$ cat config.mk
export PLATFORM = sky130hd
export DESIGN_NAME = ps2_host_tx
export DESIGN_NICKNAME = d
export VERILOG_FILES = /design/src/rtl/ps2_host_tx.sv
export SDC_FILE = /design/constraint.sdc
export NUM_CORES = 1
export LEC_CHECK = 0
export CAP_MARGIN = 20
export CORE_ASPECT_RATIO = 1.2
export CORE_MARGIN = 2
export CORE_UTILIZATION = 53
export CTS_CLUSTER_SIZE = 16
export DETAILED_ROUTE_END_ITERATION = 12
export GPL_ROUTABILITY_DRIVEN = 0
export PLACE_DENSITY_LB_ADDON = 0.25
export SKIP_LAST_GASP = 1
export SYNTH_ARGS = -nofsm -noshare
export SYNTH_HDL_FRONTEND = slang
export SYNTH_SLANG_ARGS = --single-unit
$ cat constraint.sdc
create_clock -name i_clk -period 1.8 [get_ports i_clk]
set_input_delay 0.36 -clock i_clk [delete_from_list [all_inputs] [get_ports i_clk]]
set_output_delay 0.36 -clock i_clk [all_outputs]
set_load 0.01 [all_outputs]
$ cat src/rtl/ps2_host_tx.sv
`timescale 1ns/1ps
// ps2_host_tx: sends one command byte from the host to a PS/2 device.
// Runs inhibit, request-to-send, LSB-first bit shift with odd parity,
// stop release and acknowledge sampling over the open-drain clock/data lines.
module ps2_host_tx #(
  parameter int INHIBIT_CYCLES = 5000,
  parameter int TIMEOUT_CYCLES = 750000
) (
  input  logic       i_clk,
  input  logic       i_clr,
  input  logic [7:0] i_tx_data,
  input  logic       i_tx_valid,
  output logic       o_tx_ready,
  input  logic       i_ps2_clk,
  input  logic       i_ps2_data,
  output logic       o_ps2_clk_low,
  output logic       o_ps2_data_low,
  output logic       o_busy,
  output logic       o_tx_done,
  output logic       o_tx_nack,
  output logic       o_tx_timeout
);

  localparam int IW = (INHIBIT_CYCLES > 1) ? $clog2(INHIBIT_CYCLES) : 1;
  localparam int TW = (TIMEOUT_CYCLES > 1) ? $clog2(TIMEOUT_CYCLES) : 1;
  localparam logic [IW-1:0] INHIBIT_LAST = IW'(INHIBIT_CYCLES - 1);
  localparam logic [TW-1:0] TIMEOUT_LAST = TW'(TIMEOUT_CYCLES - 1);

  localparam logic [2:0] S_IDLE      = 3'd0;
  localparam logic [2:0] S_INHIBIT   = 3'd1;
  localparam logic [2:0] S_RTS_SETUP = 3'd2;
  localparam logic [2:0] S_RTS       = 3'd3;
  localparam logic [2:0] S_DATA      = 3'd4;
  localparam logic [2:0] S_ACK       = 3'd5;
  localparam logic [2:0] S_WAIT_IDLE = 3'd6;

  logic [2:0]    state_q,    state_d;
  logic [IW-1:0] inhCnt_q,   inhCnt_d;
  logic [TW-1:0] tmoCnt_q,   tmoCnt_d;
  logic [3:0]    bitIdx_q,   bitIdx_d;
  logic [8:0]    shift_q,    shift_d;
  logic          clkLow_q,   clkLow_d;
  logic          dataLow_q,  dataLow_d;
  logic          done_q,     done_d;
  logic          nack_q,     nack_d;
  logic          timeout_q,  timeout_d;

  logic clkSync1_q, clkSync2_q, clkPrev_q, fall_q;
  logic dataSync1_q, dataSync2_q;
  logic txReady;
  logic tmoActive;

  assign txReady        = (state_q == S_IDLE) && !done_q;
  assign o_tx_ready     = txReady;
  assign o_busy         = (state_q != S_IDLE);
  assign o_ps2_clk_low  = clkLow_q;
  assign o_ps2_data_low = dataLow_q;
  assign o_tx_done      = done_q;
  assign o_tx_nack      = nack_q;
  assign o_tx_timeout   = timeout_q;

  // Two-flop synchronisers on both lines plus a registered falling-edge strobe.
  always_ff @(posedge i_clk) begin
    if (i_clr) begin
      clkSync1_q  <= 1'b1;
      clkSync2_q  <= 1'b1;
      clkPrev_q   <= 1'b1;
      fall_q      <= 1'b0;
      dataSync1_q <= 1'b1;
      dataSync2_q <= 1'b1;
    end else begin
      clkSync1_q  <= i_ps2_clk;
      clkSync2_q  <= clkSync1_q;
      clkPrev_q   <= clkSync2_q;
      fall_q      <= clkPrev_q & ~clkSync2_q;
      dataSync1_q <= i_ps2_data;
      dataSync2_q <= dataSync1_q;
    end
  end

  // Transfer sequencer: next state, line drives, counters and completion flags.
  always_comb begin
    state_d   = state_q;
    inhCnt_d  = inhCnt_q;
    tmoCnt_d  = tmoCnt_q;
    bitIdx_d  = bitIdx_q;
    shift_d   = shift_q;
    clkLow_d  = clkLow_q;
    dataLow_d = dataLow_q;
    done_d    = 1'b0;
    nack_d    = nack_q;
    timeout_d = timeout_q;
    tmoActive = (state_q == S_RTS) || (state_q == S_DATA) ||
                (state_q == S_ACK) || (state_q == S_WAIT_IDLE);

    if ((tmoActive || state_q == S_RTS_SETUP) && tmoCnt_q != TIMEOUT_LAST) begin
      tmoCnt_d = tmoCnt_q + TW'(1);
    end

    case (state_q)
      S_IDLE: begin
        clkLow_d  = 1'b0;
        dataLow_d = 1'b0;
        if (i_tx_valid && txReady) begin
          shift_d   = {~^i_tx_data, i_tx_data};
          nack_d    = 1'b0;
          timeout_d = 1'b0;
          inhCnt_d  = '0;
          clkLow_d  = 1'b1;
          state_d   = S_INHIBIT;
        end
      end
      S_INHIBIT: begin
        if (inhCnt_q == INHIBIT_LAST) begin
          dataLow_d = 1'b1;
          tmoCnt_d  = '0;
          state_d   = S_RTS_SETUP;
        end else begin
          inhCnt_d = inhCnt_q + IW'(1);
        end
      end
      S_RTS_SETUP: begin
        clkLow_d = 1'b0;
        bitIdx_d = 4'd0;
        state_d  = S_RTS;
      end
      S_RTS: begin
        if (fall_q) begin
          dataLow_d = ~shift_q[0];
          shift_d   = shift_q >> 1;
          bitIdx_d  = 4'd1;
          state_d   = S_DATA;
        end
      end
      S_DATA: begin
        if (fall_q) begin
          if (bitIdx_q == 4'd9) begin
            dataLow_d = 1'b0;
            state_d   = S_ACK;
          end else begin
            dataLow_d = ~shift_q[0];
            shift_d   = shift_q >> 1;
            bitIdx_d  = bitIdx_q + 4'd1;
          end
        end
      end
      S_ACK: begin
        if (fall_q) begin
          nack_d  = dataSync2_q;
          state_d = S_WAIT_IDLE;
        end
      end
      S_WAIT_IDLE: begin
        if (clkSync2_q && dataSync2_q) begin
          done_d  = 1'b1;
          state_d = S_IDLE;
        end
      end
      default: begin
        clkLow_d  = 1'b0;
        dataLow_d = 1'b0;
        state_d   = S_IDLE;
      end
    endcase

    // An expired timeout overrides whatever the current state decided.
    if (tmoActive && tmoCnt_q == TIMEOUT_LAST) begin
      clkLow_d  = 1'b0;
      dataLow_d = 1'b0;
      done_d    = 1'b1;
      timeout_d = 1'b1;
      nack_d    = nack_q;
      state_d   = S_IDLE;
    end
  end

  // State register with synchronous clear that releases both lines at once.
  always_ff @(posedge i_clk) begin
    if (i_clr) begin
      state_q   <= S_IDLE;
      inhCnt_q  <= '0;
      tmoCnt_q  <= '0;
      bitIdx_q  <= 4'd0;
      shift_q   <= '0;
      clkLow_q  <= 1'b0;
      dataLow_q <= 1'b0;
      done_q    <= 1'b0;
      nack_q    <= 1'b0;
      timeout_q <= 1'b0;
    end else begin
      state_q   <= state_d;
      inhCnt_q  <= inhCnt_d;
      tmoCnt_q  <= tmoCnt_d;
      bitIdx_q  <= bitIdx_d;
      shift_q   <= shift_d;
      clkLow_q  <= clkLow_d;
      dataLow_q <= dataLow_d;
      done_q    <= done_d;
      nack_q    <= nack_d;
      timeout_q <= timeout_d;
    end
  end

endmodule

==> Word-level counts from Yosys, hierarchy flattened <==
Cells that the tools add are included.
{ "word_totals": {"register_bits": 60, "latchBits": 0, "ramBits": 0, "mem_bits_ro": 0, "input_bits": 13, "wordCells": 110, "memories": 0} }
{ "classes": {"add_sub_neg": 3, "multipliers": 0, "div": 0, "order_cmp": 0, "eq_ne": 19, "shifts": 0, "muxes": 38, "n_bitwise": 5, "reduce_logical": 29} }
{ "ops": {"columns": ["cell", "n"], "rows": [
  ["$mux 20", 3],
  ["$mux 9", 4],
  ["$pmux 9 s3", 1],
  ["$mux 13", 2],
  ["$pmux 13 s2", 1],
  ["$mux 3", 7],
  ["$pmux 3 s7", 1],
  ["$add 20x1->20 const B", 1],
  ["$eq 20x20->1 const B", 1],
  ["$ne 20x20->1 const B", 1],
  ["$add 13x1->13 const B", 1],
  ["$eq 13x13->1 const B", 1],
  ["$mux 1", 12],
  ["$mux 4", 3],
  ["$ne 2x2->1 const B", 6],
  ["$pmux 4 s3", 1],
  ["$reduce_and 4->1", 3],
  ["$eq 3x3->1 const B", 3],
  ["$reduce_bool 3->1", 3],
  ["$reduce_bool 2->1", 4],
  ["$reduce_xnor 8->1", 1],
  ["$reduce_and 7->1", 1],
  ["$eq 3x2->1 const B", 2],
  ["$ne 2x1->1 const B", 3],
  ["other kinds (17)", 28]
]} }

==> Depth between registers and ports, before layout <==
{ "logic_depth": {"depth_word": 9, "mapped_depth": 7, "mapped_depth_nobuf": 6} }

==> Worst setup path before layout <==
Ideal clock, no wire load.
{ "synth_timing": {"path_type": "register to register", "startpoint": "register state_q[0]", "endpoint": "register shift_q[0]", "setup_ns": 0.134, "arrival_time_ns": 1.629, "t_required_ns": 1.666, "setup_slack_ns": 0.037, "path_stages_with_launch": 7, "cell_sequence": "dfxtp_1 -> buf_2 -> or4b_4 -> a21o_1 -> buf_2 -> a221oi_1 -> a211oi_1"} }
{ "synth_between": {"elab_chain_len": 5, "word_cells_on_any_way": 12, "cone_classes": "eq/ne (6); mux (1); reduce/logical (5)"} }
{ "synth_lines": {"columns": ["element", "line_no", "text"], "rows": [
  ["start: declaration", "37", "logic [2:0] state_q, state_d;"],
  ["start signal: assignment", "191", "state_q <= state_d;"],
  ["$logic_not 3->1", "53, 100", null],
  ["$logic_and 1x1->1", "53", "assign txReady = (state_q == S_IDLE) && !done_q;"],
  ["$logic_and 1x1->1", "104", "if (i_tx_valid && txReady) begin"],
  ["$ne 2x1->1 (no source line)", null, null],
  ["$reduce_and 5->1 (no source line)", null, null],
  ["end signal: assignment", "195", "shift_q <= shift_d;"],
  ["end: declaration", "41", "logic [8:0] shift_q, shift_d;"]
]} }
Parallel ways exist; a longest one is shown, timed or not.
A chain may end at the register's enable or synchronous reset.

==> Worst setup path after layout <==
{ "layout_timing": {"startpoint": "input port i_tx_valid", "endpoint": "register shift_q[7]"} }
{ "layout_between": {"elab_chain_len": 3} }
{ "layout_lines": {"columns": ["element", "line_no", "text"], "rows": [
  ["start: declaration", "12", "input logic i_tx_valid,"],
  ["$logic_and 1x1->1", "104", null],
  ["$ne 2x1->1 (no source line)", null, null],
  ["$reduce_and 5->1 (no source line)", null, null]
]} }
Every way passes these cells.

==> results.sh <==
export IMPL_status="completed"
export IMPL_busiest_layer="met2"
export IMPL_die_area_um2=6730
export IMPL_vias=3242
export IMPL_hpwl_mm=5.76
export IMPL_maxSlewViolCount=0
export IMPL_antenna_found_initial=0
export IMPL_grt_first_pass_wirelength_mm=12.9
export IMPL_clk_insertion_delay_late_ns=0.36
export IMPL_holdCritPathClass="reg -> reg"
export IMPL_drt_iter0_markers=165
export IMPL_grt_ovfl_total=0
export IMPL_drive_gt1_frac=0.257
export IMPL_syn_to_final_growth_pct=30.2
export IMPL_placementRows=31
export IMPL_hold_buffers=0
export IMPL_fin_cells=530
export IMPL_synthFlopType="dfxtp_1"
export IMPL_num_antenna_cells=0
export IMPL_yosysSeqAreaShare=0.373
export IMPL_clkTransAtPathRegs_ns=0.07
export IMPL_clock_fmax_mhz=560
export IMPL_timing_hold_ws_ns=0.408
export IMPL_wl_per_cell_um=15.6
export IMPL_powerDensity_nw_per_um2=727
export IMPL_setup_viol=0
export IMPL_vias_per_cell=6.12
export IMPL_drtAntennaViolNets=0
export IMPL_yosys_warnings=0
export IMPL_synth_seq_cells=60
export IMPL_postSynthAreaPerCell_um2=8.44
export IMPL_max_cap_violations=0
export IMPL_vdd_drop_max_mv=0.453
export IMPL_drc=0
export IMPL_syn_num_nets=399
export IMPL_critPathLaunchType="input port"
export IMPL_dp_cells=512
export IMPL_layout_nets=460
export IMPL_final_area_um2=4200
export IMPL_synthCells=382
export IMPL_worstMarginPinSlew_ns=0.411
export IMPL_leakage_nw=1.47
export IMPL_cts_root_buffer="clkbuf_8"
export IMPL_end_kind="register"
export IMPL_track_usage=0.254
export IMPL_start_util=0.540
export IMPL_gr_usage_met2=0.443
export IMPL_use_met3=0.0767
export IMPL_grt_pass1_vias=2837
export IMPL_layout_setup_ws_ns=0.0148
export IMPL_routed_wirelength_mm=8.29
export IMPL_fin_crit_ns=1.79
export IMPL_dpl_instance_area_um2=3850
export IMPL_final_setup_skew_ns=0.0107
export IMPL_dpl_worst_slack_ns=-0.377
export IMPL_cts_tree="done"
export IMPL_synth_top_area_cell="dfxtp_1"
export IMPL_ctsLongestPathBuffers=2
export IMPL_finalHoldViolations=0
export IMPL_use_met1=0.292
export IMPL_portBuffers=19
export IMPL_synth_area_um2=3220
export IMPL_cp_required_ns=2.04
export IMPL_synth_area_leaders="dfxtp_1, a21oi_1, o21ai_0"
export IMPL_fin_crit_sh=0.992
export IMPL_core_um2=5970
export IMPL_firstDrtPassIters=5
export IMPL_h_tree_depth=3
export IMPL_numCtsBuffers=9
export IMPL_cp_arrival_ns=2.03
export IMPL_die_w_um=75.2
export IMPL_grt_setup_unrepaired="true"
export IMPL_crit_type="in -> reg"
export IMPL_synth_enable_flop_cells=0
export IMPL_synth_async_reset_ratio=0
export IMPL_grt_max_degree=19
export IMPL_synth_distinct_cells=64
export IMPL_path_max_fanout=9
export IMPL_synth_top_area_frac=0.373
export IMPL_ios=20
export IMPL_fp_dieH_um=89.4
export IMPL_slew_headroom=0.724
export IMPL_cts_sinks=60
## layout make-up
cell class	instances	area, µm²
sequential	60	1210
clock inverter	4	72.6
tap	82	103
clock buffer	12	145
fill	475	1770
timing repair buffer	70	624
multi-input combinational	290	2000
inverter	12	45.0
## worst max-delay path, stage by stage
cell	delay, ns
clkdlybuf4s50_1	0.49
or4b_4	0.49
a21o_4	0.29
a221oi_1	0.31
nor3_1	0.08
## per-stage QoR
| step | setup TNS (ns) | utilization | total power [mW] |
|---|---|---|---|
| after floorplan | 0 | - | 1.57 |
| after global placement | -5.31 | 0.644 | 1.69 |
| after detailed placement | -6.43 | 0.644 | 1.70 |
| after CTS | 0 | 0.686 | 3.04 |
| after global routing | -0.0776 | 0.703 | 3.15 |
| final | 0 | 0.703 | 3.05 |
## kinds of logic after synthesis
family                   count (synthesis)  share of synthesized area
buffers and inverters                   32                     0.0415
flip-flops                              60                      0.373
adder cells (fa/ha/maj)                  4                     0.0155
AND/OR/NAND/NOR                        161                      0.307
XOR/XNOR                                 9                     0.0244
AO/OA/AOI/OAI                          113                      0.230
multiplexers                             3                    0.00931
## cell usage in the layout (no fill, tap or decap), types with 13 or more instances in the layout
master           synthesis  layout
dfxtp_1                 60      55
buf_4                    1      45
a21oi_1                 38      37
nand2_1                 22      22
o21ai_0                 22      21
nand3_1                 21      20
clkdlybuf4s50_1          0      17
nor3_1                  14      14
o31ai_1                 13      13
## what timing repair did
item | CTS | global route
setup endpoints to repair | 12 | 30
pin swaps | 1 | 3
buffers inserted | 2 | 0
gates resized for setup | 9 | 26
## synthesized netlist by cell type (all sizes together), types with 3 or more instances
library cell / number
dfxtp: 60
a21oi: 40
nand2: 23
o21ai: 22
nand3: 21
nor3: 14
and3: 13
o31ai: 13
or4: 13
inv: 12
or3: 12
buf: 11
nor2: 10
clkbuf: 9
a221oi: 8
nand4: 8
xnor2: 7
and4: 6
nand2b: 6
nor2b: 6
or2: 6
a211oi: 4
a21o: 4
a31oi: 4
ha: 4
or4b: 4
mux2i: 3
nand3b: 3
nor3b: 3
nor4: 3
o211ai: 3
## layer usage
metal  share of wire  wire (µm)
met1            0.41       3420
met2            0.51       4250
met3           0.048        402
met4           0.027        223
met5               0          0
## path summary, 6_finish.rpt
| path | startpoint | to | slack (ns) | cells past startpoint |
|---|---|---|---|---|
| worst max register to register | inhCnt_q[0] | inhCnt_q[6] | 0.06 | 6 |
| worst max-delay path | i_tx_valid | shift_q[7] | 0.01 | 5 |
| worst min register to register | clkSync1_q | clkSync2_q | 0.41 | 1 |
| worst min-delay path | clkSync1_q | clkSync2_q | 0.41 | 1 |
## power by group
part	switching [mW]	internal [mW]
clock	0.552	0.816
combinational	0.140	0.158
sequential	0.0262	1.36
total	0.718	2.34
## sequential cells by signal, indices dropped and copies added (netlist names), 3 cells and up
name,cells
state_q,3
bitIdx_q,4
shift_q,9
tmoCnt_q,20
inhCnt_q,13
(Power assumes the default switching activity.)
